===== src/rtl/hazard_pkg.sv =====
// Shared types and sizing for the pipeline hazard controller.
package hazard_pkg;

   localparam int unsigned REG_ADDR_W       = 4;
   localparam int unsigned DATA_W           = 16;
   localparam int unsigned LOAD_BUBBLES_MAX = 7;
   localparam int unsigned CNT_W            = 3;

   typedef enum logic [1:0] {
      ST_RUN,
      ST_BUBBLE,
      ST_MEM_WAIT,
      ST_HALT
   } state_e;

endpackage


===== src/rtl/hazard_ctrl_if.sv =====
// Hazard-detection inputs from ID/EX/MEM and the stall/flush controls returned to the pipeline.
interface hazard_ctrl_if;
   import hazard_pkg::*;

   logic [REG_ADDR_W-1:0] p0_addr_ID;
   logic [REG_ADDR_W-1:0] p1_addr_ID;
   logic                  p0_used_ID;
   logic                  p1_used_ID;
   logic [REG_ADDR_W-1:0] dst_addr_EX;
   logic                  we_ex;
   logic                  ld_ex;
   logic                  redirect_ex;
   logic                  halt_ex;
   logic                  dmem_req;
   logic                  dmem_rdy;
   logic                  stall_if;
   logic                  stall_id;
   logic                  stall_ex;
   logic                  stall_mem;
   logic                  flush_id;
   logic                  flush_ex;
   logic                  kill_wb;
   logic                  halted;

   modport master (
      output p0_addr_ID, p1_addr_ID, p0_used_ID, p1_used_ID, dst_addr_EX,
             we_ex, ld_ex, redirect_ex, halt_ex, dmem_req, dmem_rdy,
      input  stall_if, stall_id, stall_ex, stall_mem, flush_id, flush_ex,
             kill_wb, halted
   );

   modport slave (
      input  p0_addr_ID, p1_addr_ID, p0_used_ID, p1_used_ID, dst_addr_EX,
             we_ex, ld_ex, redirect_ex, halt_ex, dmem_req, dmem_rdy,
      output stall_if, stall_id, stall_ex, stall_mem, flush_id, flush_ex,
             kill_wb, halted
   );

endinterface


===== src/rtl/hazard_match.sv =====
// Source-vs-destination register compare, qualified by source use and destination write.
module hazard_match
   import hazard_pkg::*;
(
   input  logic [REG_ADDR_W-1:0] src_addr,
   input  logic                  src_used,
   input  logic [REG_ADDR_W-1:0] dst_addr,
   input  logic                  dst_we,
   output logic                  hit
);

   always_comb begin
      hit = src_used & dst_we & (src_addr == dst_addr);
   end

endmodule


===== src/rtl/hazard_ctrl.sv =====
// Pipeline sequencing controller: load-use bubbles, dmem wait stalls, redirect flushes, HALT drain.
// Optional performance counters are built when HAZARD_PERF_EN is defined.
module hazard_ctrl
   import hazard_pkg::*;
#(
   parameter int unsigned LOAD_BUBBLES = 1,
   parameter int unsigned PERF_W       = 16
) (
   input  logic              clk,
   input  logic              rst_n,
   hazard_ctrl_if.slave      bus
`ifdef HAZARD_PERF_EN
   ,
   output logic [PERF_W-1:0] stall_cycles,
   output logic [PERF_W-1:0] flush_events
`endif
);

   if (LOAD_BUBBLES < 1 || LOAD_BUBBLES > LOAD_BUBBLES_MAX || PERF_W < 1) begin : g_bad_cfg
      $error("hazard_ctrl: LOAD_BUBBLES must be 1..7 and PERF_W >= 1");
   end

   state_e           state_q, state_d;
   logic [CNT_W-1:0] cnt_q, cnt_d;
   logic             hit_p0, hit_p1, luh, mw, redirect_flush;

   hazard_match u_match_p0 (
      .src_addr (bus.p0_addr_ID),
      .src_used (bus.p0_used_ID),
      .dst_addr (bus.dst_addr_EX),
      .dst_we   (bus.we_ex),
      .hit      (hit_p0)
   );

   hazard_match u_match_p1 (
      .src_addr (bus.p1_addr_ID),
      .src_used (bus.p1_used_ID),
      .dst_addr (bus.dst_addr_EX),
      .dst_we   (bus.we_ex),
      .hit      (hit_p1)
   );

   // While waiting, the access is frozen in MEM, so only dmem_rdy ends the wait.
   always_comb begin
      luh = bus.ld_ex & (hit_p0 | hit_p1);
      mw  = (state_q == ST_MEM_WAIT) ? ~bus.dmem_rdy : (bus.dmem_req & ~bus.dmem_rdy);
   end

   always_ff @(posedge clk) begin
      if (!rst_n) begin
         state_q <= ST_RUN;
         cnt_q   <= '0;
      end else begin
         state_q <= state_d;
         cnt_q   <= cnt_d;
      end
   end

   always_comb begin
      state_d = state_q;
      cnt_d   = cnt_q;
      case (state_q)
         ST_RUN, ST_MEM_WAIT: begin
            if (mw) begin
               state_d = ST_MEM_WAIT;
            end else if (bus.redirect_ex) begin
               state_d = ST_RUN;
            end else if (luh) begin
               state_d = ST_RUN;
               if (LOAD_BUBBLES > 1) begin
                  cnt_d   = CNT_W'(LOAD_BUBBLES - 1);
                  state_d = ST_BUBBLE;
               end
            end else if (bus.halt_ex) begin
               state_d = ST_HALT;
            end else begin
               state_d = ST_RUN;
            end
         end
         ST_BUBBLE: begin
            if (!mw) begin
               cnt_d = cnt_q - CNT_W'(1);
               if (cnt_q == CNT_W'(1)) state_d = ST_RUN;
            end
         end
         ST_HALT: state_d = ST_HALT;
         default: state_d = ST_RUN;
      endcase
   end

   always_comb begin
      bus.stall_if   = 1'b0;
      bus.stall_id   = 1'b0;
      bus.stall_ex   = 1'b0;
      bus.stall_mem  = 1'b0;
      bus.flush_id   = 1'b0;
      bus.flush_ex   = 1'b0;
      bus.kill_wb    = 1'b0;
      bus.halted     = 1'b0;
      redirect_flush = 1'b0;
      if (!rst_n) begin
         bus.flush_id = 1'b1;
         bus.flush_ex = 1'b1;
         bus.kill_wb  = 1'b1;
      end else if (mw) begin
         bus.stall_if  = 1'b1;
         bus.stall_id  = 1'b1;
         bus.stall_ex  = 1'b1;
         bus.stall_mem = 1'b1;
         bus.kill_wb   = 1'b1;
         bus.halted    = (state_q == ST_HALT);
      end else begin
         case (state_q)
            ST_RUN, ST_MEM_WAIT: begin
               if (bus.redirect_ex) begin
                  bus.flush_id   = 1'b1;
                  bus.flush_ex   = 1'b1;
                  redirect_flush = 1'b1;
               end else if (luh) begin
                  bus.stall_if = 1'b1;
                  bus.stall_id = 1'b1;
                  bus.flush_ex = 1'b1;
               end else if (bus.halt_ex) begin
                  bus.stall_if = 1'b1;
                  bus.flush_id = 1'b1;
               end
            end
            ST_BUBBLE: begin
               bus.stall_if = 1'b1;
               bus.stall_id = 1'b1;
               bus.flush_ex = 1'b1;
            end
            ST_HALT: begin
               bus.stall_if = 1'b1;
               bus.flush_id = 1'b1;
               bus.halted   = 1'b1;
            end
            default: ;
         endcase
      end
   end

`ifdef HAZARD_PERF_EN
   logic [PERF_W-1:0] stall_cycles_q, stall_cycles_d;
   logic [PERF_W-1:0] flush_events_q, flush_events_d;

   always_comb begin
      stall_cycles_d = stall_cycles_q;
      flush_events_d = flush_events_q;
      if (rst_n && bus.stall_if && stall_cycles_q != '1)
         stall_cycles_d = stall_cycles_q + PERF_W'(1);
      if (redirect_flush && flush_events_q != '1)
         flush_events_d = flush_events_q + PERF_W'(1);
   end

   always_ff @(posedge clk) begin
      if (!rst_n) begin
         stall_cycles_q <= '0;
         flush_events_q <= '0;
      end else begin
         stall_cycles_q <= stall_cycles_d;
         flush_events_q <= flush_events_d;
      end
   end

   assign stall_cycles = stall_cycles_q;
   assign flush_events = flush_events_q;
`endif

endmodule

===== src/flat_wrapper.sv =====
// flat-port wrapper written by rule: the top's interface ports become plain ports
module hazard_ctrl_flat import hazard_pkg::*;
#(
   parameter int unsigned LOAD_BUBBLES = 1,
   parameter int unsigned PERF_W       = 16
)
  (clk, rst_n, bus_p0_addr_ID, bus_p1_addr_ID, bus_p0_used_ID, bus_p1_used_ID, bus_dst_addr_EX, bus_we_ex, bus_ld_ex, bus_redirect_ex, bus_halt_ex, bus_dmem_req, bus_dmem_rdy, bus_stall_if, bus_stall_id, bus_stall_ex, bus_stall_mem, bus_flush_id, bus_flush_ex, bus_kill_wb, bus_halted);
  hazard_ctrl_if bus_i ();
  input  logic clk;
  input  logic rst_n;
  input wire logic [$bits(bus_i.p0_addr_ID)-1:0] bus_p0_addr_ID;
  input wire logic [$bits(bus_i.p1_addr_ID)-1:0] bus_p1_addr_ID;
  input wire logic [$bits(bus_i.p0_used_ID)-1:0] bus_p0_used_ID;
  input wire logic [$bits(bus_i.p1_used_ID)-1:0] bus_p1_used_ID;
  input wire logic [$bits(bus_i.dst_addr_EX)-1:0] bus_dst_addr_EX;
  input wire logic [$bits(bus_i.we_ex)-1:0] bus_we_ex;
  input wire logic [$bits(bus_i.ld_ex)-1:0] bus_ld_ex;
  input wire logic [$bits(bus_i.redirect_ex)-1:0] bus_redirect_ex;
  input wire logic [$bits(bus_i.halt_ex)-1:0] bus_halt_ex;
  input wire logic [$bits(bus_i.dmem_req)-1:0] bus_dmem_req;
  input wire logic [$bits(bus_i.dmem_rdy)-1:0] bus_dmem_rdy;
  output wire logic [$bits(bus_i.stall_if)-1:0] bus_stall_if;
  output wire logic [$bits(bus_i.stall_id)-1:0] bus_stall_id;
  output wire logic [$bits(bus_i.stall_ex)-1:0] bus_stall_ex;
  output wire logic [$bits(bus_i.stall_mem)-1:0] bus_stall_mem;
  output wire logic [$bits(bus_i.flush_id)-1:0] bus_flush_id;
  output wire logic [$bits(bus_i.flush_ex)-1:0] bus_flush_ex;
  output wire logic [$bits(bus_i.kill_wb)-1:0] bus_kill_wb;
  output wire logic [$bits(bus_i.halted)-1:0] bus_halted;
  assign bus_i.p0_addr_ID = bus_p0_addr_ID;
  assign bus_i.p1_addr_ID = bus_p1_addr_ID;
  assign bus_i.p0_used_ID = bus_p0_used_ID;
  assign bus_i.p1_used_ID = bus_p1_used_ID;
  assign bus_i.dst_addr_EX = bus_dst_addr_EX;
  assign bus_i.we_ex = bus_we_ex;
  assign bus_i.ld_ex = bus_ld_ex;
  assign bus_i.redirect_ex = bus_redirect_ex;
  assign bus_i.halt_ex = bus_halt_ex;
  assign bus_i.dmem_req = bus_dmem_req;
  assign bus_i.dmem_rdy = bus_dmem_rdy;
  assign bus_stall_if = bus_i.stall_if;
  assign bus_stall_id = bus_i.stall_id;
  assign bus_stall_ex = bus_i.stall_ex;
  assign bus_stall_mem = bus_i.stall_mem;
  assign bus_flush_id = bus_i.flush_id;
  assign bus_flush_ex = bus_i.flush_ex;
  assign bus_kill_wb = bus_i.kill_wb;
  assign bus_halted = bus_i.halted;
  hazard_ctrl #(.LOAD_BUBBLES(LOAD_BUBBLES), .PERF_W(PERF_W)) u_core (.clk(clk), .rst_n(rst_n), .bus(bus_i));
endmodule

===== config.mk =====
export PLATFORM = sky130hd
export DESIGN_NAME = hazard_ctrl_flat
export DESIGN_NICKNAME = d
export VERILOG_FILES = /design/src/rtl/hazard_pkg.sv /design/src/rtl/hazard_ctrl_if.sv /design/src/rtl/hazard_match.sv /design/src/rtl/hazard_ctrl.sv /design/src/flat_wrapper.sv
export SDC_FILE = /design/constraint.sdc
export NUM_CORES = 1
export LEC_CHECK = 0
export ABC_AREA = 1
export BUFFER_PORTS_ARGS = -buffer_cell sky130_fd_sc_hd__buf_2
export CELL_PAD_IN_SITES_DETAIL_PLACEMENT = 1
export CELL_PAD_IN_SITES_GLOBAL_PLACEMENT = 2
export CORE_ASPECT_RATIO = 1.75
export CORE_MARGIN = 5
export CORE_UTILIZATION = 18
export DETAILED_ROUTE_END_ITERATION = 10
export GPL_ROUTABILITY_DRIVEN = 0
export PLACE_DENSITY = 0.73
export SYNTH_ARGS = -nofsm -noshare
export SYNTH_HDL_FRONTEND = slang
export SYNTH_HIERARCHICAL = 1
export SYNTH_SLANG_ARGS = --single-unit

===== constraint.sdc =====
create_clock -name clk -period 1.2 [get_ports clk]
set_input_delay 0.24 -clock clk [delete_from_list [all_inputs] [get_ports clk]]
set_output_delay 0.24 -clock clk [all_outputs]
set_load 0.02 [all_outputs]

==> results of run 1 <==
==> synth_stat cells <==
library cell  number  area (µm²)
nand2_4            3       33.78
o21ai_1            4       20.02
nand2_2            2       12.51
a21oi_2            2       17.52
a21oi_1            5       25.02
nand4_1            2       12.51
inv_1             24       90.09
clkinv_4           1       8.760
o21ai_0            2       10.01
inv_2              3       11.26
nand3_1            1       5.000
nand2_1           31       116.4
buf_4              1       7.510
nor2_1            12       45.04
ha_1               2       25.02
nor2_2             5       31.28
xor2_1             1       8.760
nor3b_1            1       7.510
dfxtp_1            5       100.1
==> power groups by stage <==
stage                     registers (W)  clock network (W)  logic (W)
after floorplan                0.000192                  0   0.000172
after global placement         0.000193                  0   0.000294
after detailed placement       0.000194                  0   0.000301
after CTS                      0.000194           0.000325   0.000353
after global routing           0.000198           0.000338   0.000434
final                          0.000195           0.000316   0.000394
==> path summary, 6_finish.rpt <==
check	endpoint	from	depth (start not counted)	slack, ns
setup / recovery	bus_stall_id	bus_dst_addr_EX[2]	13	-0.31
hold / removal	flop	bus_redirect_ex	4	0.30
setup reg to reg	u_core/cnt_q[1]$_SDFFE_PN0P_	u_core/state_q[0]$_SDFFE_PN0P_	11	-0.01
hold reg to reg	u_core/cnt_q[2]$_SDFFE_PN0P_	u_core/cnt_q[2]$_SDFFE_PN0P_	2	0.51
==> through the flow <==
stage / setup slack [ns] / instance area [µm²] / hold slack [ns] / instances
2_1_floorplan: -0.06917 / 634.4 / 0.3632 / 107
3_3_place_gp: -0.4662 / 890.9 / 0.4739 / 185
3_5_place_dp: -0.4815 / 890.9 / 0.5030 / 185
4_1_cts: -0.3696 / 1056 / 0.3002 / 190
5_1_grt: -0.4056 / 1174 / 0.3179 / 193
6_report: -0.3147 / 1174 / 0.2950 / 193
==> cells by family (layout without fill, tap and decap cells) <==
family | Yosys count | after routing
AOI/OAI and AO/OA | 13 | 13
DFF | 5 | 5
and+or+nand+nor | 57 | 57
buffers and inverters | 29 | 72
xor gates and xnor gates | 1 | 1
adders and majority gates | 2 | 2
==> critical path, stage by stage <==
cell	delay, ns
buf_12	0.11
inv_2	0.04
nand2_1	0.04
nand2_1	0.07
nor2_2	0.04
nand2_1	0.07
nor2_2	0.04
o21ai_2	0.18
buf_6	0.13
nor2_2	0.03
o21ai_1	0.11
inv_1	0.06
buf_6	0.12
==> routing by layer <==
metal  GRT usage [%]  share of wire [%]  vias to the layer above
met1           8.168                 31                      364
met2           20.34                 63                       27
li1                -                  -                      400
met4           1.395                  0                        0
met3           2.435                6.6                        0
met5               0                  0                        -
==> final cells by class <==
class / count / area (µm²)
sequential: 5 / 108.9
inverter: 28 / 132.6
clock buffer: 4 / 45.04
timing repair buffer: 40 / 344.1
multi-input combinational: 73 / 489.2
tap: 43 / 53.80
fill: 402 / 1968
==> what timing repair did <==
item,in CTS,in global routing
gates resized for setup,37,32
setup endpoints to repair,10,13
pin swaps,14,18
buffers inserted,2,4
==> parameters.txt, run 1 <==
Parameter                              Value

Yosys
  Synthesized area    588.1 µm²
  Portion of the post-synthesis area used by sequential elements    17.02%
  Unique masters post-synth    19
  Simple-gate share of the synthesized area    44.89%
  Share of synthesized area spent on multiplexers    0%
  Post-Syn Nets    131
  Largest family of logic cells by synthesized area    simple AND/OR/NAND/NOR gates
  Mapped Cells    107
  Number of synthesis warnings    6
  Compound-Gate Fraction of Synth Area    12.34%
  Flip-flop and latch count after synthesis    5
  Adder-Cell Fraction of Synth Area    4.255%
  Fraction of synthesized cell area in xor and xnor cells    1.489%
  Syn_area_per_cell    5.496 µm²

Floorplanning
  Floorplan core area    0.003142 mm²
  Floorplan die width    approximately 53 µm
  Total I/O pin count    30
  Initial Utilization    between 10% and 20%
  Die height    roughly 86 µm
  Area of the die    ~0.0046 mm²
  Core Rows    27

STA
  Worst path setup slack after routing    -0.3147 ns
  Final Hold Fails    0
  Setup repair after global routing missed its margin    true
  Pins over their slew limit    0
  Relative max-transition margin    between 80% and 90%
  Measured slew at the worst slew-check pin    between 0.15 and 0.2 ns
  Setup-violating endpoint count in the final report    12
  Achievable frequency    660.2 MHz
  Final Cycle Share    126.2%
  Clk_skew    0.001303 ns
  Setup TNS Final    -1.763 ns
  Final critical-path required period    1.515 ns

Drt
  DRT iter0 DRCs    3
  Number of antenna-violating nets in the routed design    0
  Average wire length per cell after detail routing    10.25 µm
  Count of vias placed by the detailed router    791
  Count of TritonRoute iterations in the first routing pass    3
  Remaining routing DRC violations    0
  DRT Wirelength    1979 µm
  Post-DR vias/cell    ~4

Cells and area
  Most frequent cells in the layout    20 x nand2_1, 15 x buf_2, 15 x buf_6, 15 x inv_1, 9 x nand2_2
  Core occupancy in the finished layout    37.36%
  Leading cell type in the layout, fill and taps excluded    nand2_1
  Area grow syn2layout    99.58%
  Share of cells above drive strength 1    65.33%
  Total inserted antenna cells    0
  Nets@finish    175

Pwr
  NetSw    0.0003037 W
  Leakage power of the design    0.5992 nW
  Power per cell area    just under 800 mW/mm²
  Combinational fraction of design power    43.6%
  Sw frac    33.53%
  Register share of total power    21.6%
  Cell Int Power    0.0006019 W
  Overall power after layout    0.0009055 W
  Part of the total power dissipated in the clock network    a little over a third
  Highest ir drop seen on vdd    0.5658 mV

Setup path
  Startpoint type of the worst setup path    input port
  Arr. time, crit path    ~1.3 ns
  Element type at the critical path end    primary output
  WS Path Type    in2out
  Data required, critical path    0.96 ns
  CP max FO    4

Global route
  Pin count of the biggest net entering global routing    8
  Initial antenna violation count    0
  GRT Total Usage    9.547%
  First-pass GRT wire length    ~3400 µm
  Overflow after GRT    0
  Number of global-route vias before repair    866

Run
  Maximum capacitance violations    0

CTS
  CTS Hold Buffers Added    0
  Root buffer cell    clkbuf_8
  Clock tree from TritonCTS    yes
  Number of H-tree levels    1
  Max clock buf depth    2
  Number of clock sinks    5
  Latest clock arrival within the worst-skew pair    0.22 ns
  Clock transition at the registers of the reported paths    approximately 0.04 ns
  Number of buffers created by CTS    3

Placement
  Hpwl dp    about 1700 µm
  # port buffers    29

Min path
  Hold/Removal Path Class    in2reg

Outcome
  Outcome    finished with violations
  Violated checks    setup timing
Power figures use the tool's default switching activity.
==> run 2: changes to the inputs <==
- ABC_AREA: 1 -> default
- CORE_UTILIZATION: 18 -> 20
==> parameters.txt, run 2 <==
Parameter                              Value

Outcome
  Outcome    finished with violations (unchanged)
  Violated checks    setup timing (unchanged)

Yosys
  Synthesized area    521.8 µm² (was 588.1 µm²)
  Main synth FF type    dfxtp_1 (unchanged)
  Top post-synthesis cells by count    10 x inv_1, 5 x dfxtp_1, 4 x and2_1 (was 31 x nand2_1, 24 x inv_1, 12 x nor2_1)
  Unique masters post-synth    31 (was 19)
  Number of enable-type register cells in the synthesized netlist    0 (unchanged)
  Portion of the post-synthesis area used by sequential elements    19.18% (was 17.02%)
  Most common cell in the netlist    inv_1 (was nand2_1)
  Most area-consuming cells after synthesis    dfxtp_1 19%, inv_1 7.2%, nor4b_2 5.8% (was nand2_1 20%, dfxtp_1 17%, inv_1 15%)
  Syn_area_per_cell    8.553 µm² (was 5.496 µm²)
  Mapped Cells    61 (was 107)
  Share of synthesized flip-flops with an asynchronous set or reset    0% (unchanged)
  Post-Syn Nets    85 (was 131)
  Proportion of netlist area held by the largest area contributor    19.18% (was 19.79%)
  Flip-flop and latch count after synthesis    5 (unchanged)
  Number of synthesis warnings    6 (unchanged)
  Post-synthesis cell type with the largest combined area    dfxtp_1 (was nand2_1)

STA
  Achievable frequency    552.2 MHz (was 660.2 MHz)
  Relative max-transition margin    79.69% (was 86.82%)
  Pins over their slew limit    0 (unchanged)
  Setup repair after global routing missed its margin    true (unchanged)
  Final Cycle Share    150.9% (was 126.2%)
  Final critical-path required period    1.811 ns (was 1.515 ns)
  Measured slew at the worst slew-check pin    0.3039 ns (was 0.1974 ns)
  Clk_skew    0.0003759 ns (was 0.001303 ns)
  Worst path setup slack after routing    -0.6108 ns (was -0.3147 ns)
  Final Hold Fails    0 (unchanged)
  Setup-violating endpoint count in the final report    13 (was 12)

CTS
  Clock transition at the registers of the reported paths    0.04 ns (about the same)
  Max clock buf depth    2 (unchanged)
  Number of H-tree levels    1 (unchanged)
  Number of buffers created by CTS    3 (unchanged)
  Clock tree from TritonCTS    yes (unchanged)
  Number of clock sinks    5 (unchanged)
  CTS Hold Buffers Added    0 (unchanged)
  Latest clock arrival within the worst-skew pair    0.22 ns (about the same)
  Root buffer cell    clkbuf_8 (unchanged)

Floorplanning
  Floorplan die width    48.61 µm (was 53.21 µm)
  Die height    77.57 µm (was 85.61 µm)
  Floorplan core area    0.002492 mm² (was 0.003142 mm²)
  Area of the die    0.003770 mm² (was 0.004555 mm²)
  Initial Utilization    20.93% (was 18.72%)
  Core Rows    24 (was 27)
  Total I/O pin count    30 (unchanged)

Setup path
  Highest cell delay on the worst timing path    0.34 ns (was 0.18 ns)
  Cells along the critical path    buf_6 -> a222oi_1 -> nor4b_2 -> o21ai_2 -> a22o_1 -> o21ai_4 -> buf_6 (was buf_12 -> inv_2 -> nand2_1 -> nand2_1 -> nor2_2 -> nand2_1 -> nor2_2 -> o21ai_2 -> buf_6 -> nor2_2 -> o21ai_1 -> inv_1 -> buf_6)
  Arr. time, crit path    1.57 ns (was 1.27 ns)
  Data required, critical path    0.96 ns (about the same)
  Startpoint type of the worst setup path    input port (unchanged)
  Critical register-to-register path startpoint    u_core/state_q[0]$_SDFFE_PN0P_ (unchanged)
  Slowest cell on crit path    a222oi_1 (was o21ai_2)
  Reg-to-reg setup timing slack    -0.12 ns (was -0.01 ns)
  Most used cell, CP    buf_6
  CP max FO    4 (unchanged)
  Cell family with most CP delay    compound AO/OA/AOI/OAI gates (was buffers and inverters)
  Element type at the critical path end    primary output (unchanged)
  Reg2reg end    u_core/state_q[0]$_SDFFE_PN0P_ (was u_core/cnt_q[1]$_SDFFE_PN0P_)
  Buf+Inv Stages, Crit Path    2 (was 5)
  WS Path Type    in2out (unchanged)
  Launch point of the critical path    bus_dst_addr_EX[1] (was bus_dst_addr_EX[2])
  Depth of the worst register-to-register path    5 (was 11)

Pwr
  Cell Int Power    0.0005687 W (was 0.0006019 W)
  Part of the total power dissipated in the clock network    38.5% (was 34.9%)
  Leakage power of the design    0.4385 nW (was 0.5992 nW)
  Power per cell area    885.2 mW/mm² (was 771.5 mW/mm²)
  NetSw    0.0002287 W (was 0.0003037 W)
  Sw frac    28.68% (was 33.53%)
  Register share of total power    24.0% (was 21.6%)
  Combinational fraction of design power    37.5% (was 43.6%)
  Highest ir drop seen on vdd    0.3405 mV (was 0.5658 mV)

Min path
  Hold/Removal Path Class    reg2reg (was in2reg)
  End of the worst hold path    u_core/cnt_q[1]$_SDFFE_PN0P_
  Cell depth of the worst min-delay path    1 (was 4)
  Critical hold path startpoint    u_core/cnt_q[1]$_SDFFE_PN0P_ (was bus_redirect_ex)

Cells and area
  Most frequent cells in the layout    18 x buf_2, 14 x buf_4, 7 x buf_6, 6 x inv_1, 5 x dfxtp_1 (was 20 x nand2_1, 15 x buf_2, 15 x buf_6, 15 x inv_1, 9 x nand2_2)
  Count of filler cells inserted in the layout    312 (was 402)
  Share of cells above drive strength 1    58.42% (was 65.33%)
  Final cell count without fillers    127 (was 193)
  Area grow syn2layout    72.66% (was 99.58%)
  Leading cell type in the layout, fill and taps excluded    buf_2 (was nand2_1)
  Total inserted antenna cells    0 (unchanged)
  Nets@finish    126 (was 175)

Drt
  Number of antenna-violating nets in the routed design    0 (unchanged)
  Remaining routing DRC violations    0 (unchanged)
  Average wire length per cell after detail routing    13.12 µm (was 10.25 µm)
  Post-DR vias/cell    4.795 (was 4.098)
  Count of vias placed by the detailed router    609 (was 791)
  DRT iter0 DRCs    6 (was 3)
  Count of TritonRoute iterations in the first routing pass    4 (was 3)
  DRT Wirelength    1666 µm (was 1979 µm)

Global route
  Number of global-route vias before repair    687 (was 866)
  GRT Total Usage    8.674% (was 9.547%)
  Pin count of the biggest net entering global routing    9 (was 8)
  First-pass GRT wire length    2704 µm (was 3353 µm)
  Overflow after GRT    0 (unchanged)
  Initial antenna violation count    0 (unchanged)

Placement
  Placed Cells    122 (was 185)
  Worst slack at placement    -0.6829 ns (was -0.4815 ns)
  # port buffers    29 (unchanged)
  Hpwl dp    1425 µm (was 1725 µm)

Run
  Maximum capacitance violations    0 (unchanged)
## run 2: cell types whose count changed in the layout (fill, tap and decap cells not counted), moves of 4 or more
cell	change
buf_4	+6
nand2_1	-18
inv_1	-9
inv_2	-5
nor2_2	-8
nand2_4	-7
a21oi_2	-7
nor2_4	-4
nand2_2	-9
buf_6	-8
## run 2: power groups by stage
stage	Clock, W	Sequential [W]	Combinational [W]
4_1_cts	0.000316	0.000191	0.000301
5_1_grt	0.000325	0.000192	0.000322
3_3_place_gp	0	0.000193	0.000267
3_5_place_dp	0	0.000193	0.000273
2_1_floorplan	0	0.000192	0.000167
6_report	0.000307	0.000191	0.000299
## run 2: cells by family (layout without fill, tap and decap cells)
kind of cell / after synthesis / after routing / synth area share (%)
simple gates: 18 / 18 / 25.66
compound gates: 19 / 19 / 32.13
buf+inv: 13 / 53 / 11.51
flops: 5 / 5 / 19.19
fa+ha+maj: 2 / 2 / 4.795
xor+xnor: 4 / 4 / 6.716
## run 2: metrics by stage
stage / utilization (%) / cell area (µm²) / total power, W / hold WS [ns] / setup TNS (ns)
after floorplan: - / 570.5 / 0.0003586 / 0.4571 / -1.905
after global placement: 31.68 / 789.5 / 0.0004603 / 0.4791 / -4.241
after detailed placement: 31.68 / 789.5 / 0.0004662 / 0.4899 / -4.466
after CTS: 35.84 / 893.4 / 0.0008082 / 0.4983 / -4.527
after global routing: 36.14 / 900.9 / 0.0008396 / 0.5304 / -5.432
final: 36.14 / 900.9 / 0.0007974 / 0.4984 / -4.354
## run 2: layout make-up
| class | instances | area, µm² | area share (%) |
|---|---|---|---|
| multi-input combinational | 43 | 404.1 | 44.86 |
| timing repair buffer | 39 | 274.0 | 30.42 |
| sequential | 5 | 100.1 | 11.11 |
| clock buffer | 4 | 45.04 | 5.000 |
| inverter | 10 | 45.04 | 5.000 |
| tap | 26 | 32.53 | 3.611 |
## run 2: metal layers
layer	global-route usage, %	part of all wire (%)	up-vias
met5	0	0	-
met4	0.8086	0	0
met3	4.789	12	0
met2	18.46	57	31
met1	6.474	31	278
li1	-	-	300
## run 2: how the worst max path moves through the flow
| stage | cells after the start | to | slack, ns |
|---|---|---|---|
| after floorplan | 6 | bus_flush_ex | -0.34 |
| after global placement | 8 | bus_flush_ex | -0.68 |
| after detailed placement | 8 | bus_flush_ex | -0.68 |
| after CTS | 8 | bus_flush_ex | -0.62 |
| after global routing | 8 | bus_flush_ex | -0.71 |
| final | 7 | bus_flush_ex | -0.61 |
## run 2: worst register-to-register path: cells and delay by family (launching register included)
family          cells  cell delay (ns)
compound gates      2             0.48
buf+inv             1             0.17
flops               1             0.35
simple gates        2             0.21
## run 2: what timing repair did
item	CTS	global route
buffers inserted	2	0
setup endpoints to repair	13	13
gates resized for setup	15	2
pin swaps	3	3
